**src/rtl/matrix_alu_sequencer.sv**
```systemverilog
// Command sequencer for the matrix ALU: owns the 5x5 int8 operands A/B, issues one opcode per EXEC, returns the result.
// Optional: define MATRIX_SEQ_TIMEOUT_EN to abandon determinant waits after DET_TIMEOUT cycles.
module matrix_alu_sequencer #(
   parameter int unsigned DET_TIMEOUT = 64
) (
   input  logic         clock,
   input  logic         reset,
   input  logic         cmd_valid,
   output logic         cmd_ready,
   input  logic [1:0]   cmd_type,
   input  logic [2:0]   cmd_row,
   input  logic [2:0]   cmd_col,
   input  logic [7:0]   cmd_data,
   input  logic [2:0]   cmd_opcode,
   output logic         load_error,
   output logic [199:0] alu_A_flat,
   output logic [199:0] alu_B_flat,
   output logic [7:0]   alu_f,
   output logic [2:0]   alu_opcode,
   input  logic [199:0] alu_C_flat,
   input  logic         alu_overflow,
   input  logic         alu_done,
   output logic         res_valid,
   input  logic         res_ready,
   output logic [199:0] res_C_flat,
   output logic         res_overflow,
   output logic         res_error,
   output logic         busy
);

   typedef enum logic [1:0] {IDLE, ISSUE, WAIT, RESP} state_e;
   typedef enum logic [1:0] {
      CMD_CLEAR  = 2'b00,
      CMD_LOAD_A = 2'b01,
      CMD_LOAD_B = 2'b10,
      CMD_EXEC   = 2'b11
   } cmd_e;

   localparam logic [2:0] OP_NONE = 3'b000;
   localparam logic [2:0] OP_DET  = 3'b111;

   if (DET_TIMEOUT < 2 || DET_TIMEOUT > 255) begin : g_bad_det_timeout
      $error("matrix_alu_sequencer: DET_TIMEOUT must be in 2..255");
   end

   state_e         state_q, state_d;
   logic [199:0]   a_q, a_d;
   logic [199:0]   b_q, b_d;
   logic [7:0]     f_q, f_d;
   logic [2:0]     opcode_q, opcode_d;
   logic [199:0]   res_c_q, res_c_d;
   logic           res_ovf_q, res_ovf_d;
   logic           res_err_q, res_err_d;
   logic           load_err_q, load_err_d;
`ifdef MATRIX_SEQ_TIMEOUT_EN
   localparam logic [7:0] DET_LAST = 8'(DET_TIMEOUT - 1);
   logic [7:0]     cnt_q, cnt_d;
`endif

   logic           cmd_fire;
   logic           elem_in_range;
   logic [4:0]     elem_idx;
   logic [7:0]     elem_lsb;

   assign cmd_ready     = (state_q == IDLE) && !reset;
   assign cmd_fire      = cmd_valid && cmd_ready;
   assign elem_in_range = (cmd_row <= 3'd4) && (cmd_col <= 3'd4);
   // Only meaningful when in range; wraps harmlessly otherwise since no write happens.
   assign elem_idx      = 5'(cmd_row) * 5'd5 + 5'(cmd_col);
   assign elem_lsb      = {elem_idx, 3'b000};

   assign busy         = (state_q != IDLE);
   assign res_valid    = (state_q == RESP);
   assign alu_A_flat   = a_q;
   assign alu_B_flat   = b_q;
   assign alu_f        = f_q;
   assign res_C_flat   = res_c_q;
   assign res_overflow = res_ovf_q;
   assign res_error    = res_err_q;
   assign load_error   = load_err_q;

   always_comb begin
      state_d    = state_q;
      a_d        = a_q;
      b_d        = b_q;
      f_d        = f_q;
      opcode_d   = opcode_q;
      res_c_d    = res_c_q;
      res_ovf_d  = res_ovf_q;
      res_err_d  = res_err_q;
      load_err_d = 1'b0;
`ifdef MATRIX_SEQ_TIMEOUT_EN
      cnt_d      = cnt_q;
`endif
      alu_opcode = OP_NONE;

      unique case (state_q)
         IDLE: begin
            if (cmd_fire) begin
               unique case (cmd_e'(cmd_type))
                  CMD_CLEAR: begin
                     a_d = '0;
                     b_d = '0;
                  end
                  CMD_LOAD_A: begin
                     if (elem_in_range) a_d[elem_lsb +: 8] = cmd_data;
                     else               load_err_d = 1'b1;
                  end
                  CMD_LOAD_B: begin
                     if (elem_in_range) b_d[elem_lsb +: 8] = cmd_data;
                     else               load_err_d = 1'b1;
                  end
                  CMD_EXEC: begin
                     opcode_d = cmd_opcode;
                     f_d      = cmd_data;
                     if (cmd_opcode == OP_NONE) begin
                        res_c_d   = '0;
                        res_ovf_d = 1'b0;
                        res_err_d = 1'b1;
                        state_d   = RESP;
                     end else begin
                        state_d = ISSUE;
                     end
                  end
                  default: ;
               endcase
            end
         end
         ISSUE: begin
            alu_opcode = opcode_q;
            state_d    = WAIT;
`ifdef MATRIX_SEQ_TIMEOUT_EN
            cnt_d      = '0;
`endif
         end
         WAIT: begin
            alu_opcode = opcode_q;
            if (opcode_q != OP_DET || alu_done) begin
               res_c_d   = alu_C_flat;
               res_ovf_d = alu_overflow;
               res_err_d = 1'b0;
               state_d   = RESP;
            end
`ifdef MATRIX_SEQ_TIMEOUT_EN
            // alu_done is tested first so a completion on the last allowed cycle beats the timeout.
            else if (cnt_q == DET_LAST) begin
               res_c_d   = '0;
               res_ovf_d = 1'b0;
               res_err_d = 1'b1;
               state_d   = RESP;
            end else begin
               cnt_d = cnt_q + 8'd1;
            end
`endif
         end
         RESP: begin
            if (res_ready) state_d = IDLE;
         end
         default: state_d = IDLE;
      endcase
   end

   always_ff @(posedge clock) begin
      if (reset) begin
         state_q    <= IDLE;
         a_q        <= '0;
         b_q        <= '0;
         f_q        <= '0;
         opcode_q   <= '0;
         res_c_q    <= '0;
         res_ovf_q  <= 1'b0;
         res_err_q  <= 1'b0;
         load_err_q <= 1'b0;
`ifdef MATRIX_SEQ_TIMEOUT_EN
         cnt_q      <= '0;
`endif
      end else begin
         state_q    <= state_d;
         a_q        <= a_d;
         b_q        <= b_d;
         f_q        <= f_d;
         opcode_q   <= opcode_d;
         res_c_q    <= res_c_d;
         res_ovf_q  <= res_ovf_d;
         res_err_q  <= res_err_d;
         load_err_q <= load_err_d;
`ifdef MATRIX_SEQ_TIMEOUT_EN
         cnt_q      <= cnt_d;
`endif
      end
   end

endmodule

```
**config.mk**
```make
export PLATFORM = sky130hd
export DESIGN_NAME = matrix_alu_sequencer
export DESIGN_NICKNAME = d
export VERILOG_FILES = /design/src/rtl/matrix_alu_sequencer.sv
export SDC_FILE = /design/constraint.sdc
export NUM_CORES = 1
export LEC_CHECK = 0
export ABC_AREA = 1
export CORE_AREA = 2 2 326 328
export DETAILED_ROUTE_END_ITERATION = 6
export DIE_AREA = 0 0 328 330
export GPL_TIMING_DRIVEN = 0
export PLACE_DENSITY = 0.5
export SYNTH_ARGS = -nofsm -noshare
export SYNTH_HDL_FRONTEND = slang
export SYNTH_SLANG_ARGS = --single-unit
```
**constraint.sdc**
```tcl
create_clock -name clock -period 4.7 [get_ports clock]
set_clock_uncertainty 0.2 [all_clocks]
set_input_delay 1.41 -clock clock [delete_from_list [all_inputs] [get_ports clock]]
set_output_delay 1.41 -clock clock [all_outputs]
set_load 0.1 [all_outputs]
```
==> summary.md, run 1 <==
| Metric | Value |
|---|---|
| Number of distinct library cells after synthesis | 36 |
| Die area | 0.108 mm2 |
| Total Neg Setup Slack | 0 ns |
| Maximum number of pins on one net before global-route repair | 13 |
| Max Buffers Root-to-Sink | 3 |
| Hold depth | 2 |
| Initial Utilization | 21.9% |
| Leakage power | 0.0119 uW |
| Critical Path Fanout Max | 9 |
| Clock buffers created by TritonCTS | 74 |
| Count of TritonRoute iterations in the first routing pass | 6 |
| EDFF count, synth | 0 |
| Max-slew violation total from the final report | 0 |
| Area contributors post-synth | dfxtp_1, nand2_1, a21oi_1, a22oi_1, nor2_1 |
| Mapped Area | 0.0230 mm2 |
| Actual slew at the worst max-slew pin | 1.39 ns |
| Least setup slack across all paths after layout | 0.0626 ns |
| H-tree depth reported by CTS | 3 |
| Clock transition at the register clock pins on the worst setup and hold paths after CTS | 0.06 ns |
| Final Instance Area | 0.0358 mm2 |
| FF-to-FF End | alu_A_flat[150] |
| Total of fill cells in the finished design | 11200 |
| Setup repair after global routing missed its margin | true |
| Count of boundary I/O pins | 842 |
| Data required time of the worst path | 5.04 ns |
| Startpoint type of the worst setup path | primary input |
| Most frequent cells after synthesis | nand2_1, dfxtp_1, nor2_1 |
| Flops & latches, synth | 616 |
| Worst setup EP type | flip-flop |
| Antenna violation net count after detailed routing | 0 |
| Fmax | 216 MHz |
| Top cell type's share of synthesized area | 53.7% |
| Hold Crit Class | reg2reg |
| Worst IR Drop VDD | 206 uV |
| Layout cells sized above 1 | 7.45% |
| Shortest period the worst path allows | 4.64 ns |
| Signed area change from the synthesized netlist to the final layout | 56.0% |
| Critical path start-end classification | in2reg |
| Startpoint of the lowest-slack register-to-register path | state_q[0] |
| Fin nets | 4060 |
| Share of synthesized flip-flops with an asynchronous set or reset | 0% |
| Count of port buffers added during placement | 833 |
| Power after layout | 12900 uW |
| Standard-cell row count | 119 |
| Max cap viols | 0 |
| Leading cell type by number of instances after synthesis | nand2_1 |
| Clock root buffer master | clkbuf_16 |
| GRT Total Usage | 24.5% |
| Final wirelength | 139 mm |
| Number of warning messages in the yosys log | 0 |
| Worst slack after detailed placement | -0.955 ns |
| Result of the run | completed |
| Via total after detailed routing | 24500 |
| Final Hold Fails | 0 |
| Register area share after synthesis | 53.7% |
| TritonCTS clock tree | built |
| Violation count after the first detailed-routing iteration | 1661 |
| Avg Vias per Cell | 4.64 |
| Antenna violations before repair | 10 |
| Final setup violation count | 0 |
| Number of buffers inserted for hold repair after clock tree synthesis | 0 |
| Overflow after GRT | 0 |
| Headroom to the max-slew limit | 7.03% |
| DRC Markers | 0 |
| Vias in the first global route | 23600 |
| Signal arrival time at the worst endpoint | 4.98 ns |
| Final routed wire length divided by cell count | 26.3 um |
| Worst reg2reg path depth | 12 |
| Worst hold margin | 0.259 ns |
| Width of the chip | 328 um |
| Worst reg2reg setup slack | 0.95 ns |
| Total half-perimeter wirelength after legalization and detailed placement | 109 mm |
| Endpoint of the worst hold path | alu_B_flat[148] |
| Power density cells | 360 mW/mm2 |
| Crit share post-route | 98.7% |
| Post-Synthesis Cells | 2901 |
| Worst Min Path Start | alu_B_flat[148] |
| Syn avg cell area | 7.92 um2 |
| Placement-stage cell area | 0.0330 mm2 |
| Top cell type by total area after synthesis | dfxtp_1 |
| Sinks on Clock Net | 616 |
| First-pass GRT wire length | 186 mm |
| Most used flip-flop cell after synthesis | dfxtp_1 |
| RD Place Congestion | 0.901 |
| Standard cell core area | 0.105 mm2 |
| Insertion delay of the later-clocked pin in the worst-skew pair | 0.64 ns |
| Vertical extent of the die | 330 um |
| Syn nets | 3143 |
-- flip-flops by register name, indices dropped and copies added (netlist names) --
signal        count
load_error        1
opcode_q          3
alu_f             8
alu_A_flat      200
alu_B_flat      200
res_overflow      1
state_q           2
res_C_flat      200
res_error         1
-- logic make-up after synthesis --
family | after synthesis | synth area share [%]
adders and majority gates | 17 | 0.959
DFF | 616 | 53.7
buffers and inverters | 243 | 4.52
xor gates and xnor gates | 1 | 0.0381
and+or+nand+nor | 1380 | 23.9
AOI/OAI and AO/OA | 644 | 16.9
-- per-stage QoR --
| step | std cells | util (%) |
|---|---|---|
| floorplan | 2901 | - |
| global placement | 5125 | 31.6 |
| detailed placement | 5125 | 31.6 |
| CTS | 5260 | 34.0 |
| global route | 5268 | 34.2 |
| finish | 5271 | 34.2 |
-- where the power goes --
part | switching [uW] | total, uW | internal, uW | leakage (uW)
sequential | 24.3 | 5280 | 5260 | 0.00496
combinational | 1220 | 1640 | 420 | 0.00577
clock | 2480 | 5950 | 3470 | 0.00122
total | 3730 | 12900 | 9150 | 0.0119
-- timing repair --
| action | in CTS | in global routing |
|---|---|---|
| setup endpoints to repair | 63 | 295 |
| setup buffers | 0 | 9 |
| resized for setup | 12 | 42 |
| pin swaps | 0 | 4 |
-- worst max path at each step --
| stage | startpoint | to | slack, ns | depth (start not counted) |
|---|---|---|---|---|
| 4_1_cts | cmd_col[0] | alu_A_flat[127] | 0.004 | 13 |
| 3_5_place_dp | cmd_row[2] | alu_B_flat[20] | -0.96 | 17 |
| 5_1_grt | cmd_row[2] | alu_A_flat[9] | -0.09 | 17 |
| 2_1_floorplan | cmd_row[0] | alu_A_flat[144] | 0.53 | 16 |
| 6_report | cmd_row[2] | alu_B_flat[133] | 0.06 | 13 |
| 3_3_place_gp | cmd_row[2] | alu_A_flat[17] | -0.92 | 17 |
-- worst max-delay path, cell delays in order --
cell and delay (ns):
clkdlybuf4s50_1 0.54, ha_1 0.26, ha_1 0.31, fa_1 0.53, inv_2 0.11, nand2_1 0.09
nor2_2 0.15, nand3_2 0.28, nand4_1 0.28, inv_2 0.13, o21ai_1 0.61, nand2_1 0.11
a21oi_1 0.15
-- cell usage in the layout (no fill, tap or decap), drive strengths merged --
master / n
clkdlybuf4s50: 833
clkbuf: 241
clkinv: 16
a22oi: 215
nor2: 430
a211oi: 8
nand4: 18
xor2: 1
o21ai: 24
nand2: 866
nor3: 13
bufinv: 4
o221ai: 1
a21oi: 392
dfxtp: 616
buf: 66
o22ai: 1
diode: 3
inv: 59
nand3: 53
a31oi: 3
ha: 16
fa: 1
-- per-layer routing --
metal | track usage (%) | vias to the layer above | wire [um]
met2 | 44.0 | 915 | 69700
met1 | 27.9 | 11900 | 54300
met5 | 0 | - | 113
met3 | 7.44 | 166 | 10900
met4 | 7.08 | 18 | 3620
li1 | - | 11500 | -
-- area by class of cell --
type	count	area [um2]	share of cell area (%)
plain buffers	185	830	2.32
clock buffers	113	2200	6.14
diodes	3	7.51	0.0210
flip-flops and latches	616	12300	34.4
repair buffers	842	8430	23.5
well taps	1391	1740	4.86
clock inverters	22	270	0.754
inverters	57	219	0.611
multi-input cells	2042	9790	27.3
(Power assumes the default switching activity.)
==> run 2: changes to the inputs <==
--- a/config.mk
+++ b/config.mk
@@ -7,6 +7,7 @@
 export LEC_CHECK = 0
 export ABC_AREA = 1
 export CORE_AREA = 2 2 326 328
+export CTS_CLUSTER_SIZE = 25
 export DETAILED_ROUTE_END_ITERATION = 6
 export DIE_AREA = 0 0 328 330
 export GPL_TIMING_DRIVEN = 0
==> results of run 2 <==
Final layout, timing and power as in run 1 (identical DEF).
==> run 3: changes to the inputs <==
--- a/config.mk
+++ b/config.mk
@@ -6,12 +6,13 @@
 export NUM_CORES = 1
 export LEC_CHECK = 0
 export ABC_AREA = 1
-export CORE_AREA = 2 2 326 328
+export CORE_AREA = 8 8 322 324
 export CTS_CLUSTER_SIZE = 25
 export DETAILED_ROUTE_END_ITERATION = 6
-export DIE_AREA = 0 0 328 330
+export DIE_AREA = 0 0 330 332
 export GPL_TIMING_DRIVEN = 0
-export PLACE_DENSITY = 0.5
+export PLACE_DENSITY = 0.53
 export SYNTH_ARGS = -nofsm -noshare
 export SYNTH_HDL_FRONTEND = slang
 export SYNTH_SLANG_ARGS = --single-unit
+export TNS_END_PERCENT = 1
==> run 3 against run 2 <==
  * The run now ends with negative setup slack left
  * Clock-buffer cell count increased by 1
  * Cell area decreased by 0.86%
  * Critical path depth increased by 4
  * Final cell count decreased by 1.8%
  * Non-clock buffer count decreased by 7
  * Core utilization increased by 1.7 points
  * Fmax decreased by 2.1%
  * Sequential power about the same
  * Power decreased by 0.80%
  * Via count increased by 0.13%
  * Worst hold slack about the same
  * Critical path type unchanged
  * Critical endpoint is now alu_A_flat[151]
==> summary.md, run 3 (synthesized netlist as in run 1, its figures left out) <==
| Metric | Value |
|---|---|
| Headroom to the max-slew limit | 9.32% (was 7.03%) |
| Data required time of the worst path | 4.98 ns (was 5.04 ns) |
| Worst setup EP type | flip-flop (unchanged) |
| Crit share post-route | 101% (was 98.7%) |
| Die area | 0.110 mm2 (was 0.108 mm2) |
| Startpoint of the worst setup timing path | cmd_row[2] (unchanged) |
| DRC Markers | 0 (unchanged) |
| Via total after detailed routing | 24500 (about the same) |
| Power density cells | 360 mW/mm2 (about the same) |
| Vertical extent of the die | 332 um (was 330 um) |
| Final setup violation count | 10 (was 0) |
| Clock transition at the register clock pins on the worst setup and hold paths after CTS | 0.06 ns (about the same) |
| Critical Path Fanout Max | 10 (was 9) |
| Count of TritonRoute iterations in the first routing pass | 6 (unchanged) |
| Result of the run | complete, but fails checks (was completed) |
| Leakage power | 0.0119 uW (about the same) |
| Insertion delay of the later-clocked pin in the worst-skew pair | 0.62 ns (was 0.64 ns) |
| Cell repeated most along the worst path | nand2_1 |
| Final wirelength | 137 mm (was 139 mm) |
| Max-slew violation total from the final report | 0 (unchanged) |
| Leading cell types in the layout, fill and taps excluded | nand2_1, clkdlybuf4s50_1, dfxtp_1 (unchanged) |
| Shortest period the worst path allows | 4.74 ns (was 4.64 ns) |
| Worst reg2reg setup slack | 0.97 ns (was 0.95 ns) |
| Fmax | 211 MHz (was 216 MHz) |
| Worst reg2reg path depth | 12 (unchanged) |
| Layout cells sized above 1 | 6.80% (was 7.45%) |
| Vias in the first global route | 23600 (about the same) |
| Worst IR Drop VDD | 258 uV (was 206 uV) |
| Startpoint of the lowest-slack register-to-register path | state_q[0] (unchanged) |
| Post-layout instance count excluding filler cells | 5178 (was 5271) |
| Actual slew at the worst max-slew pin | 1.36 ns (was 1.39 ns) |
| Signal arrival time at the worst endpoint | 5.02 ns (was 4.98 ns) |
| Fin nets | 4055 (was 4060) |
| First-pass GRT wire length | 185 mm (was 186 mm) |
| Standard cell core area | 0.0990 mm2 (was 0.105 mm2) |
| H-tree depth reported by CTS | 3 (unchanged) |
| Worst hold margin | 0.259 ns (about the same) |
| Max cap viols | 0 (unchanged) |
| Antenna violation net count after detailed routing | 0 (unchanged) |
| Critical path start-end classification | in2reg (unchanged) |
| Count of port buffers added during placement | 833 (unchanged) |
| RD Place Congestion | 0.900 (was 0.901) |
| FF-to-FF End | alu_A_flat[95] (was alu_A_flat[150]) |
| GRT Total Usage | 23.7% (was 24.5%) |
| Avg Vias per Cell | 4.73 (was 4.64) |
| Signed area change from the synthesized netlist to the final layout | 54.6% (was 56.0%) |
| Number of buffers inserted for hold repair after clock tree synthesis | 0 (unchanged) |
| TritonCTS clock tree | built (unchanged) |
| Final Hold Fails | 0 (unchanged) |
| Final design utilization | 35.9% (was 34.2%) |
| Dpl cells | 5032 (was 5125) |
| Startpoint type of the worst setup path | primary input (unchanged) |
| Total half-perimeter wirelength after legalization and detailed placement | 109 mm (about the same) |
| Violation count after the first detailed-routing iteration | 1940 (was 1661) |
| Max Buffers Root-to-Sink | 3 (unchanged) |
| Overflow after GRT | 0 (unchanged) |
| Clock buffers created by TritonCTS | 76 (was 74) |
| Capture point of the worst path | alu_A_flat[151] (was alu_B_flat[133]) |
| Final routed wire length divided by cell count | 26.5 um (was 26.3 um) |
| Violations in the final reports | negative setup slack |
| Largest incremental delay on the critical path | 0.59 ns (was 0.61 ns) |
| Clock root buffer master | clkbuf_16 (unchanged) |
| Least setup slack across all paths after layout | -0.0384 ns (was 0.0626 ns) |
| Count of boundary I/O pins | 842 (unchanged) |
| Sinks on Clock Net | 616 (unchanged) |
| Setup repair after global routing missed its margin | true (unchanged) |
| Cells traversed along the worst timing path | clkdlybuf4s50_1 > ha_1 > ha_1 > fa_1 > inv_2 > nand2_1 > inv_2 > nor2_4 > buf_4 > inv_2 > buf_2 > nor2_4 > nand3_2 > nand2_1 > nand2_1 > nand2_1 > a21oi_1 (was clkdlybuf4s50_1 > ha_1 > ha_1 > fa_1 > inv_2 > nand2_1 > nor2_2 > nand3_2 > nand4_1 > inv_2 > o21ai_1 > nand2_1 > a21oi_1) |
| Width of the chip | 330 um (was 328 um) |
| Maximum number of pins on one net before global-route repair | 13 (unchanged) |
| Antenna violations before repair | 33 (was 10) |
| Standard-cell row count | 116 (was 119) |
| Initial Utilization | 23.2% (was 21.9%) |
| Hold Crit Class | reg2reg (unchanged) |
| Commonest non-fill, non-tap cell in the layout | nand2_1 (unchanged) |
| Slowest CP cell | fa_1 (was o21ai_1) |
==> run 3: cell count changes in the layout (fill, tap and decap cells not counted), moves of 3 or more <==
cell	change
buf_4	-5
nor2_4	-3
diode_2	+10
nand2_2	-4
nand2_1	+7
nand3_4	-4
nor2_1	+4
==> run 3: worst min path at each step <==
stage                               start         endpoint  cells after the start
after floorplan               opcode_q[1]      opcode_q[1]                      2
after global placement     alu_B_flat[64]   alu_B_flat[64]                      2
after detailed placement   alu_B_flat[65]   alu_B_flat[65]                      2
after CTS                  alu_B_flat[65]   alu_B_flat[65]                      2
after global routing       alu_A_flat[82]   alu_A_flat[82]                      2
final                     alu_A_flat[185]  alu_A_flat[185]                      2
==> run 3: layout make-up <==
cell class / instances / area, um2
tap: 1298 / 1620
antenna: 13 / 32.5
clock buffer: 114 / 2250
buffer: 186 / 826
fill: 10500 / 63500
timing repair buffer: 834 / 8350
inverter: 57 / 216
clock inverter: 18 / 220
multi-input combinational: 2042 / 9670
sequential: 616 / 12300
==> run 3: through the flow <==
stage | setup slack (ns) | cell area (um2) | total power (uW) | TNS (ns)
after detailed placement | -0.941 | 32900 | 6950 | -204.44
after global placement | -0.905 | 32900 | 6950 | -201.89
final | -0.0384 | 35500 | 12800 | -0.153
after global routing | -0.208 | 35500 | 13200 | -10.12
after CTS | -0.105 | 35400 | 12900 | -0.413
after floorplan | 0.529 | 23000 | 6240 | 0
==> run 3: power by group <==
group	switching [uW]	internal [uW]	total, uW	leakage (uW)
Combinational	1180	389	1570	0.00568
Sequential	23.3	5260	5280	0.00496
Clock	2450	3480	5930	0.00121
Total	3650	9120	12800	0.0119
==> run 3: worst max-delay path: cells and delay by family <==
| kind | cells | cell delay, ns |
|---|---|---|
| compound gates | 1 | 0.07 |
| simple gates | 7 | 1.25 |
| fa+ha+maj | 3 | 1.16 |
| buf+inv | 6 | 1.11 |
==> run 3: routing by layer <==
metal	global-route usage, %	routed length (um)	vias to the layer above
li1	-	-	11500
met1	26.3	51800	11700
met2	41.5	66800	1046
met3	8.98	13400	233
met4	7.78	4760	34
met5	0	216	-
==> run 3: timing repair <==
item	in CTS	in global routing
pin swaps	0	1
endpoints found under the hold margin	0	0
buffers inserted	0	1
gates resized for setup	4	20
setup endpoints to repair	29	221
==> RTL edit (flow settings as in run 3) <==
Put one more register stage on the output `res_overflow`, cleared by the reset. The value now appears one clock later. The other outputs are not delayed to match.
--- a/src/rtl/matrix_alu_sequencer.sv
+++ b/src/rtl/matrix_alu_sequencer.sv
@@ -75,7 +75,13 @@
    assign alu_B_flat   = b_q;
    assign alu_f        = f_q;
    assign res_C_flat   = res_c_q;
-   assign res_overflow = res_ovf_q;
+   always_ff @(posedge clock) begin
+      if (reset) begin
+         res_overflow <= '0;
+      end else begin
+         res_overflow <= res_ovf_q;
+      end
+   end
    assign res_error    = res_err_q;
    assign load_error   = load_err_q;
 
Check against the original RTL: not settled (the Yosys comparison gave no result); the edit may change what the design does.
==> RTL edit against run 3 <==
Routed wire length is 1.5% higher; power is 1.0% lower; critical path depth is 3 lower; area after synthesis is 0.23% lower; worst setup slack better by 48 ps; register-to-register slack better by 480 ps; final cell count hardly changed; sequential cell count is 1 higher; cell area is 0.12% lower; non-clock buffer count is 8 higher; fmax is 1.0% higher; critical path type unchanged.
==> RTL edit: results (changes against run 3) <==
status:
  status: "completed"
critical_path:
  path_delay_family: "buffers and inverters"
  r2r-end: "alu_A_flat[83]$_SDFFE_PP0P_"
  cp_max_fo: 10  # unchanged
  ff2ff_path_depth: 12  # unchanged
  rrSetupSlack_ps: 1450  # +480 ps
  regToRegStartpoint: "state_q[1]$_SDFFE_PP0P_"
  arrival_ps: 5050  # +30 ps
  cp_slowest_cell: "clkdlybuf4s50_1"
  slowest_delay_ps: 550  # -40 ps
  cp-endpoint: "alu_B_flat[95]$_SDFFE_PP0P_"
cells_and_area:
  drive_gt1_frac: 0.0674  # -0.000657
  finish.net_count: 4062  # +0.17%
  fin_cells: 5181  # +0.058%
  n_fill_cell: 10500  # -0.60%
worst_hold_path:
  hold_start: "res_ovf_q$_SDFFE_PP0P_"
  hold_class: "reg -> reg"
  hold_end: "res_overflow$_SDFF_PP0_"
  hold_depth: 2  # unchanged
global_route:
  grt_max_degree: 14  # +1
  globalRouteTotalUtil: 0.242  # +0.00446
  grt_pass1_wl_mm: 189  # +1.8%
  antenna_found_initial: 25  # -24%
  grt_pass1_vias: 23900  # +1.0%
drt:
  top_layer_used: "met5"
  dr_wl_met3_mm: 14.0  # +4.7%
  wl_per_cell_um: 26.8  # +1.4%
  avgViaCountPerCell: 4.70  # -0.58%
  m1WireLength_mm: 50.6  # -2.3%
  met2_length_mm: 69.2  # +3.5%
  drt_iter0_drc: 1798  # -7.3%
clocking:
  clk_pin_slew_ps: 60  # about the same
  cts_setup_buffers: 0  # unchanged
  cts-htree-levels: 3  # unchanged
  numCtsBuffers: 73  # -3.9%
  clock_path_buffers: 3  # unchanged
  clock_latency_ps: 640  # +20 ps
power_and_ir_drop:
  p_leak_nw: 11.8  # -0.10%
  p_switching_mw: 3.62  # -0.78%
  vdd_drop_max_uv: 219  # -15%
  seqPwrFrac: 0.418  # +0.005
  p_sw_frac: 0.287  # +0.000768
placement:
  gp_congestion: 0.908  # +0.83%
  place_inst: 5042  # +0.20%
  io_buffers: 834  # +0.12%
  dp_hpwl_mm: 111  # +2.1%
yosys:
  synth_common_cells: "nand2_1, dfxtp_1, nor2_1"
  syn_inst: 2909  # +0.28%
  yosys_most_used_dff: "dfxtp_1"
  ys_warn_count: 0  # unchanged
  ys_seq_area_frac: 0.539  # +0.00211
  syn-num-nets: 3151  # +0.25%
  synth_cell_types: 33  # -8.3%
  synth.area.top_cells: "dfxtp_1, nand2_1, a21oi_1, a22oi_1, nor2_1"
sta:
  tightest_slew_ps: 1440  # +83.4 ps
-- RTL edit: cell types whose count changed after synthesis, moves of 6 or more --
| cell | change |
|---|---|
| buf_4 | -16 |
| buf_2 | +12 |
| nor2_1 | +12 |
| inv_1 | +8 |
| inv_2 | -8 |
| a211oi_1 | -6 |
| nand2_1 | -6 |
| o21ai_1 | +6 |
-- RTL edit: final cells by class --
type / count / area (um2) / area share
flip-flops and latches: 617 / 12400 / 0.348
inverters: 56 / 213 / 0.00600
clock buffers: 100 / 2100 / 0.0592
diodes: 8 / 20.0 / 0.000564
repair buffers: 836 / 8380 / 0.236
clock inverters: 30 / 320 / 0.00903
plain buffers: 192 / 811 / 0.0229
well taps: 1298 / 1620 / 0.0458
multi-input cells: 2044 / 9650 / 0.272
-- RTL edit: kinds of logic after synthesis --
logic type                 count (synthesis)  synth area share
DFF                                      617             0.539
and+or+nand+nor                         1382             0.239
buffers and inverters                    248            0.0441
AOI/OAI and AO/OA                        645             0.168
adders and majority gates                 17           0.00961
-- RTL edit: routing by layer --
metal,track usage,vias up
li1,-,11500
met1,0.258,11600
met2,0.432,1003
met3,0.0946,224
met4,0.0812,24
met5,0,-
-- RTL edit: worst min-delay path, cell delays in order (launching register included) --
cell and delay [ps]:
dfxtp_1 290, inv_1 40, nor2_1 50
-- RTL edit: stage by stage --
stage | instance area [um2] | util | hold slack [ps] | setup slack, ps
after floorplan | 22900 | - | 199 | 531
after global placement | 32900 | 0.332 | 218 | -753
after detailed placement | 32900 | 0.333 | 223 | -779
after CTS | 35300 | 0.357 | 226 | -3.98
after global routing | 35500 | 0.358 | 255 | -156
final | 35500 | 0.358 | 226 | 9.52
